`src/rtl/split_port_tx.sv`:
```
// Word-to-half-word serialiser: each accepted word leaves as two beats on a
// valid/ready link, with a holding register so words can follow back to back.
module split_port_tx #(
  parameter int WIDTH    = 8,
  parameter int HI_FIRST = 1,
  parameter int CNT_W    = 16
) (
  input  logic               clk,
  input  logic               rst,
  input  logic [WIDTH-1:0]   in_data,
  input  logic               in_valid,
  output logic               in_ready,
  output logic [WIDTH/2-1:0] out_data,
  output logic               out_valid,
  input  logic               out_ready,
  output logic               out_hi,
  output logic               out_last,
  output logic [CNT_W-1:0]   words_sent
);

  localparam int HW = WIDTH / 2;
  localparam logic HI_FIRST_BIT = (HI_FIRST != 0);

  typedef enum logic [1:0] {IDLE, FIRST, SECOND} state_t;

  state_t           state_reg, state_next;
  logic [WIDTH-1:0] hold_reg, hold_next;
  logic [CNT_W-1:0] cnt_reg;
  logic             in_xfer, out_xfer;
  logic [HW-1:0]    hi_half, lo_half;

  assign hi_half    = hold_reg[WIDTH-1:HW];
  assign lo_half    = hold_reg[HW-1:0];
  assign in_xfer    = in_valid & in_ready;
  assign out_xfer   = out_valid & out_ready;
  assign words_sent = cnt_reg;

  // State, holding register and sent-word counter; reset wins over any transfer.
  always_ff @(posedge clk) begin
    if (rst) begin
      state_reg <= IDLE;
      hold_reg  <= '0;
      cnt_reg   <= '0;
    end else begin
      state_reg <= state_next;
      hold_reg  <= hold_next;
      if (state_reg == SECOND && out_xfer)
        cnt_reg <= cnt_reg + CNT_W'(1);
    end
  end

  always_comb begin
    state_next = state_reg;
    hold_next  = hold_reg;
    case (state_reg)
      IDLE: begin
        if (in_xfer) begin
          hold_next  = in_data;
          state_next = FIRST;
        end
      end
      FIRST: begin
        if (out_xfer)
          state_next = SECOND;
      end
      SECOND: begin
        // A word can be loaded on the same edge the last beat leaves.
        if (in_xfer) begin
          hold_next  = in_data;
          state_next = FIRST;
        end else if (out_xfer) begin
          state_next = IDLE;
        end
      end
      default: state_next = IDLE;
    endcase
  end

  // in_ready depends only on state and out_ready, never on in_valid.
  always_comb begin
    in_ready  = 1'b0;
    out_valid = 1'b0;
    out_data  = '0;
    out_hi    = 1'b0;
    out_last  = 1'b0;
    case (state_reg)
      IDLE: in_ready = 1'b1;
      FIRST: begin
        out_valid = 1'b1;
        out_data  = HI_FIRST_BIT ? hi_half : lo_half;
        out_hi    = HI_FIRST_BIT;
      end
      SECOND: begin
        in_ready  = out_ready;
        out_valid = 1'b1;
        out_data  = HI_FIRST_BIT ? lo_half : hi_half;
        out_hi    = ~HI_FIRST_BIT;
        out_last  = 1'b1;
      end
      default: ;
    endcase
  end

endmodule
```
`config.mk`:
```
export PLATFORM = sky130hd
export DESIGN_NAME = split_port_tx
export DESIGN_NICKNAME = d
export VERILOG_FILES = /design/src/rtl/split_port_tx.sv
export SDC_FILE = /design/constraint.sdc
export NUM_CORES = 1
export LEC_CHECK = 0
export ABC_AREA = 1
export BUFFER_PORTS_ARGS = -buffer_cell sky130_fd_sc_hd__buf_4
export CAP_MARGIN = 20
export CORE_MARGIN = 3
export CORE_UTILIZATION = 49
export DETAILED_ROUTE_END_ITERATION = 16
export PLACE_DENSITY = 0.75
export SLEW_MARGIN = 20
export SYNTH_ARGS = -nofsm -noshare
export SYNTH_HDL_FRONTEND = slang
export SYNTH_SLANG_ARGS = --single-unit
```
`constraint.sdc`:
```
create_clock -name clk -period 1.6 [get_ports clk]
set_input_delay 0.24 -clock clk [delete_from_list [all_inputs] [get_ports clk]]
set_output_delay 0.24 -clock clk [all_outputs]
set_load 0.01 [all_outputs]
```
# Word-level counts from Yosys, hierarchy flattened
# Index checks and enable logic that the tools add are counted.
dict set report word_totals {
  register_bits 26
  elab_cells 27
}
dict set report classes {
  n_addsub 1
  eq_ne 5
  mux 10
  bitwise_logic 2
  reduce_logical 6
}
# operator n
set op_table {}
lappend op_table {{16-bit by 1-bit adder with 16-bit output (second input constant)} 1}
lappend op_table {{2-bit 2-to-1 mux} 4}
lappend op_table {{4-bit one-hot mux with 2 select lines} 1}
lappend op_table {{2-bit one-hot mux with 3 select lines} 1}
lappend op_table {{2-bit != test (second input constant)} 2}
lappend op_table {{2-bit OR reduction} 2}
lappend op_table {{1-bit 2-to-1 mux} 3}
lappend op_table {{3-bit != test (second input constant)} 1}
lappend op_table {{3-bit AND reduction} 1}
lappend op_table {{1-bit bitwise AND} 2}
lappend op_table {{2-bit by 1-bit equality test with 1-bit output (second input constant)} 1}
lappend op_table {{2-bit equality test (second input constant)} 1}
lappend op_table {{2-bit logical NOT} 1}
lappend op_table {{1-bit one-hot mux with 2 select lines} 1}
lappend op_table {{2-bit AND reduction} 1}
lappend op_table {{1-bit logical AND} 1}

# Depth between registers and ports, before layout
dict set report depth {
  depth_word 7
  depth_mapped 11
  ltp_nobuf 10
}

# Worst setup path after synthesis
# No wires, ideal clock.
dict set report synth_path {
  path_kind {register -> register}
  startpoint {register state_reg[0]}
  endpoint {register state_reg[0]}
  arrival_ns 1.393
  path_slack_ns 0.093
  path_stages_with_launch 12
  period_less_slack_ns 1.507
  path_cell_list {dfxtp_1 -> inv_1 -> ha_1 -> buf_2 -> nand2_4 -> nand2_4 -> nand2_4 -> nand2_1 -> nand2_1 -> nand2_1 -> nand2_1 -> nor2_1}
}
dict set report synth_via {
  elab_cells_between_ends 14
}
# item line
set synth_lines {}
lappend synth_lines {{start: declaration} 26} ;# state_t state_reg, state_next;
lappend synth_lines {{start signal: assignment} 45} ;# state_reg <= state_next;
lappend synth_lines {{2-bit equality test / 2-bit logical NOT (equally long branches)} 86} ;# case (state_reg)
lappend synth_lines {{1-bit one-hot mux with 2 select lines *} 86}
lappend synth_lines {{via in_ready} 12} ;# output logic in_ready,
lappend synth_lines {{1-bit bitwise AND *} 34} ;# assign in_xfer = in_valid & in_ready;
lappend synth_lines {{3-bit != test (no source line), or another cell as far along} -}
lappend synth_lines {{3-bit AND reduction (no source line) / 2-bit one-hot mux with 3 select lines (equally long branches)} -}
# Mark *: on every way through the listed nets, which the timed path passes. The rest lies on a longest branch.
# A chain may end at the register's enable or synchronous reset.

# Worst setup path after layout
dict set report layout_path {
  startpoint {register state_reg[0]}
  endpoint {output out_data[0]}
}
dict set report layout_via {
  elab_chain_len 2
  elab_cells_between_ends 3
}
# item line
set layout_rtl {}
lappend layout_rtl {{2-bit equality test / 2-bit by 1-bit equality test with 1-bit output (equally long branches)} 86}
lappend layout_rtl {{4-bit one-hot mux with 2 select lines *} 86}
lappend layout_rtl {{end: declaration} 13} ;# output logic [WIDTH/2-1:0] out_data,
# Mark *: on every way between the ends. The rest lies on a longest branch, timed or not.

==> summary.txt <==
fraction of layout cells with a size suffix above 1: 29.7%
routed length per instance: 12.3 um
largest net degree at the start of global routing: 16
Pins Over Slew Limit: 0
Post-Route WL: 3.56 mm
most frequent cells in the layout: 48 x nand2_1, 47 x nor2_1, 43 x buf_4, 24 x dfxtp_1, 20 x inv_1
critical path type: register to primary output
synthesized cell area: 1400 um2
PD cells: 1130 nW/um2
antenna-violating nets left: 0
max reg flops: 16
gpl congestion: 0.858
top cells by area, synth: dfxtp_1 37%, nand2_1 14%, nor2_1 13%
Synthesized Nets: 229
placed inst area: 1740 um2
Startpoint Class: register
Min Hold Slack: 0.0830 ns
worst hold path type: input port to register
TritonCTS buffer count: 3
fin crit share: 101%
leading area contributor after synthesis: dfxtp_1
routed vias/inst: 5.00
n_diodes: 0
Final Hold Viols: 0
area share of the largest cell type after synthesis: 37.3%
clk_skew: 0.00176 ns
DR iter-0 viols: 112
detailed placer's ending HPWL: 2.52 mm
maximum buffer depth of the clock tree: 2
min cycle time layout: 1.61 ns
static leakage: 0.878 nW
RSZ-0062 raised after global routing: yes
Max Clock Freq: 620 MHz
GR Util All Layers: 20.7%
Syn Area/Cell: 6.61 um2
Max Cap Viol: 0
violated checks: negative setup slack
Die Width: 59.4 um
worst ir drop on vdd: 1.13 mV
Worst Path Arrival: 1.37 ns
number of global-route vias before repair: 1297
Critical Path Sink Type: primary output
FP Rows: 18
final setup vio count: 2
clock transition at the registers of the reported paths: 0.14 ns
commonest non-fill, non-tap cell in the layout: nand2_1
post-route setup slack: -0.0126 ns
P&R area growth vs syn: 40.4%
io pins: 36
Root Buffer Master: clkbuf_4
relative slew slack: 81.0%
Critical Path Fanout Max: 5
DP Cell Count: 279
clk sink count: 26
DR vias: 1444
post-synth cell types: 21
sequential fraction of the synthesis area: 37.3%
final std cells w/o fill: 289
initial antenna violation count: 0
Die ar.: 3520 um2
# hold bufs at CTS: 0
Residual DRC: 0
Worst-Margin Slew: 0.283 ns
Initial Util: 53.9%
first-pass GRT wire length: 5.67 mm
design area: 1960 um2
# nets final: 278
Port Buffers: 35
router iterations before antenna repair: 4
total power: 2.22 mW
Worst Path Required: 1.36 ns
pre-CTS WS: 0.114 ns
Core Region: 2590 um2
outcome: finished with violations
post-synthesis cell count: 211
clk_lat worst skew: 0.33 ns
CTS tree: done
total gr overflow: 0
FF+latch count, synth: 26
Die Y: 59.4 um
Ys Warns: 0
htree depth: 1
-- cell families (layout without fill, tap and decap cells) --
| logic type | Yosys count | after routing | share of synthesized area, % |
|---|---|---|---|
| flops | 26 | 26 | 37.3 |
| simple gates | 122 | 122 | 38.7 |
| xor+xnor | 1 | 1 | 0.628 |
| compound gates | 28 | 28 | 10.2 |
| buf+inv | 28 | 76 | 7.71 |
| fa+ha+maj | 6 | 6 | 5.38 |
-- per-layer routing --
metal | share of wire [%] | global-route usage (%)
met4 | 0.65 | 3.88
met3 | 5.4 | 3.92
met2 | 45 | 35.1
met1 | 48 | 27.5
met5 | 0 | 0
-- through the flow --
stage          setup TNS (ns)  utilization, %
2_1_floorplan               0               -
3_3_place_gp                0            67.1
3_5_place_dp                0            67.1
4_1_cts                     0            72.3
5_1_grt                -0.593            75.7
6_report              -0.0148            75.7
-- cell type report --
cell class	count	area (um2)
clock buffer	3	22.5
clock inverter	1	30.0
fill	199	631
inverter	25	104
multi-input combinational	157	861
sequential	26	528
tap	30	37.5
timing repair buffer	47	377
-- cell usage after synthesis --
master	instances
dfxtp_1	26
nand2_1	51
inv_2	2
nand4_1	5
nor2_1	47
buf_1	1
buf_2	2
nor3_4	1
nand3_1	7
a21oi_1	13
ha_1	6
o21bai_1	1
nand3_2	1
xor2_1	1
nor2_2	3
and2_1	1
nand2_4	3
inv_1	23
o21ai_0	14
nor2_4	1
nor3_1	2
-- worst paths after layout --
path | cells after the start | slack (ns) | from | to
setup / recovery | 6 | -0.01 | state_reg[0] | out_data[0]
hold / removal | 2 | 0.08 | rst | state_reg[1]
setup reg to reg | 11 | 0.05 | state_reg[0] | words_sent[11]
hold reg to reg | 2 | 0.50 | hold_reg[6] | hold_reg[6]
-- worst max-delay path, stage by stage, from the launching register on --
cell	delay, ns
dfxtp_4	0.39
inv_6	0.07
ha_4	0.13
buf_6	0.11
nand2_1	0.07
a21oi_2	0.13
buf_4	0.13
-- where the power goes --
group | switching, mW | leakage (nW) | internal, mW
clock network | 0.201 | 0.0279 | 0.254
logic | 0.517 | 0.637 | 0.433
registers | 0.0715 | 0.213 | 0.738
total | 0.790 | 0.878 | 1.43
-- what timing repair did --
| action | 4_1_cts | 5_1_grt |
|---|---|---|
| resized for setup | 18 | 13 |
| setup buffers | 2 | 4 |
| endpoints found under the setup margin | 6 | 8 |
| pin swaps | 1 | 5 |
No activity file was read; power rests on OpenSTA's default activity.
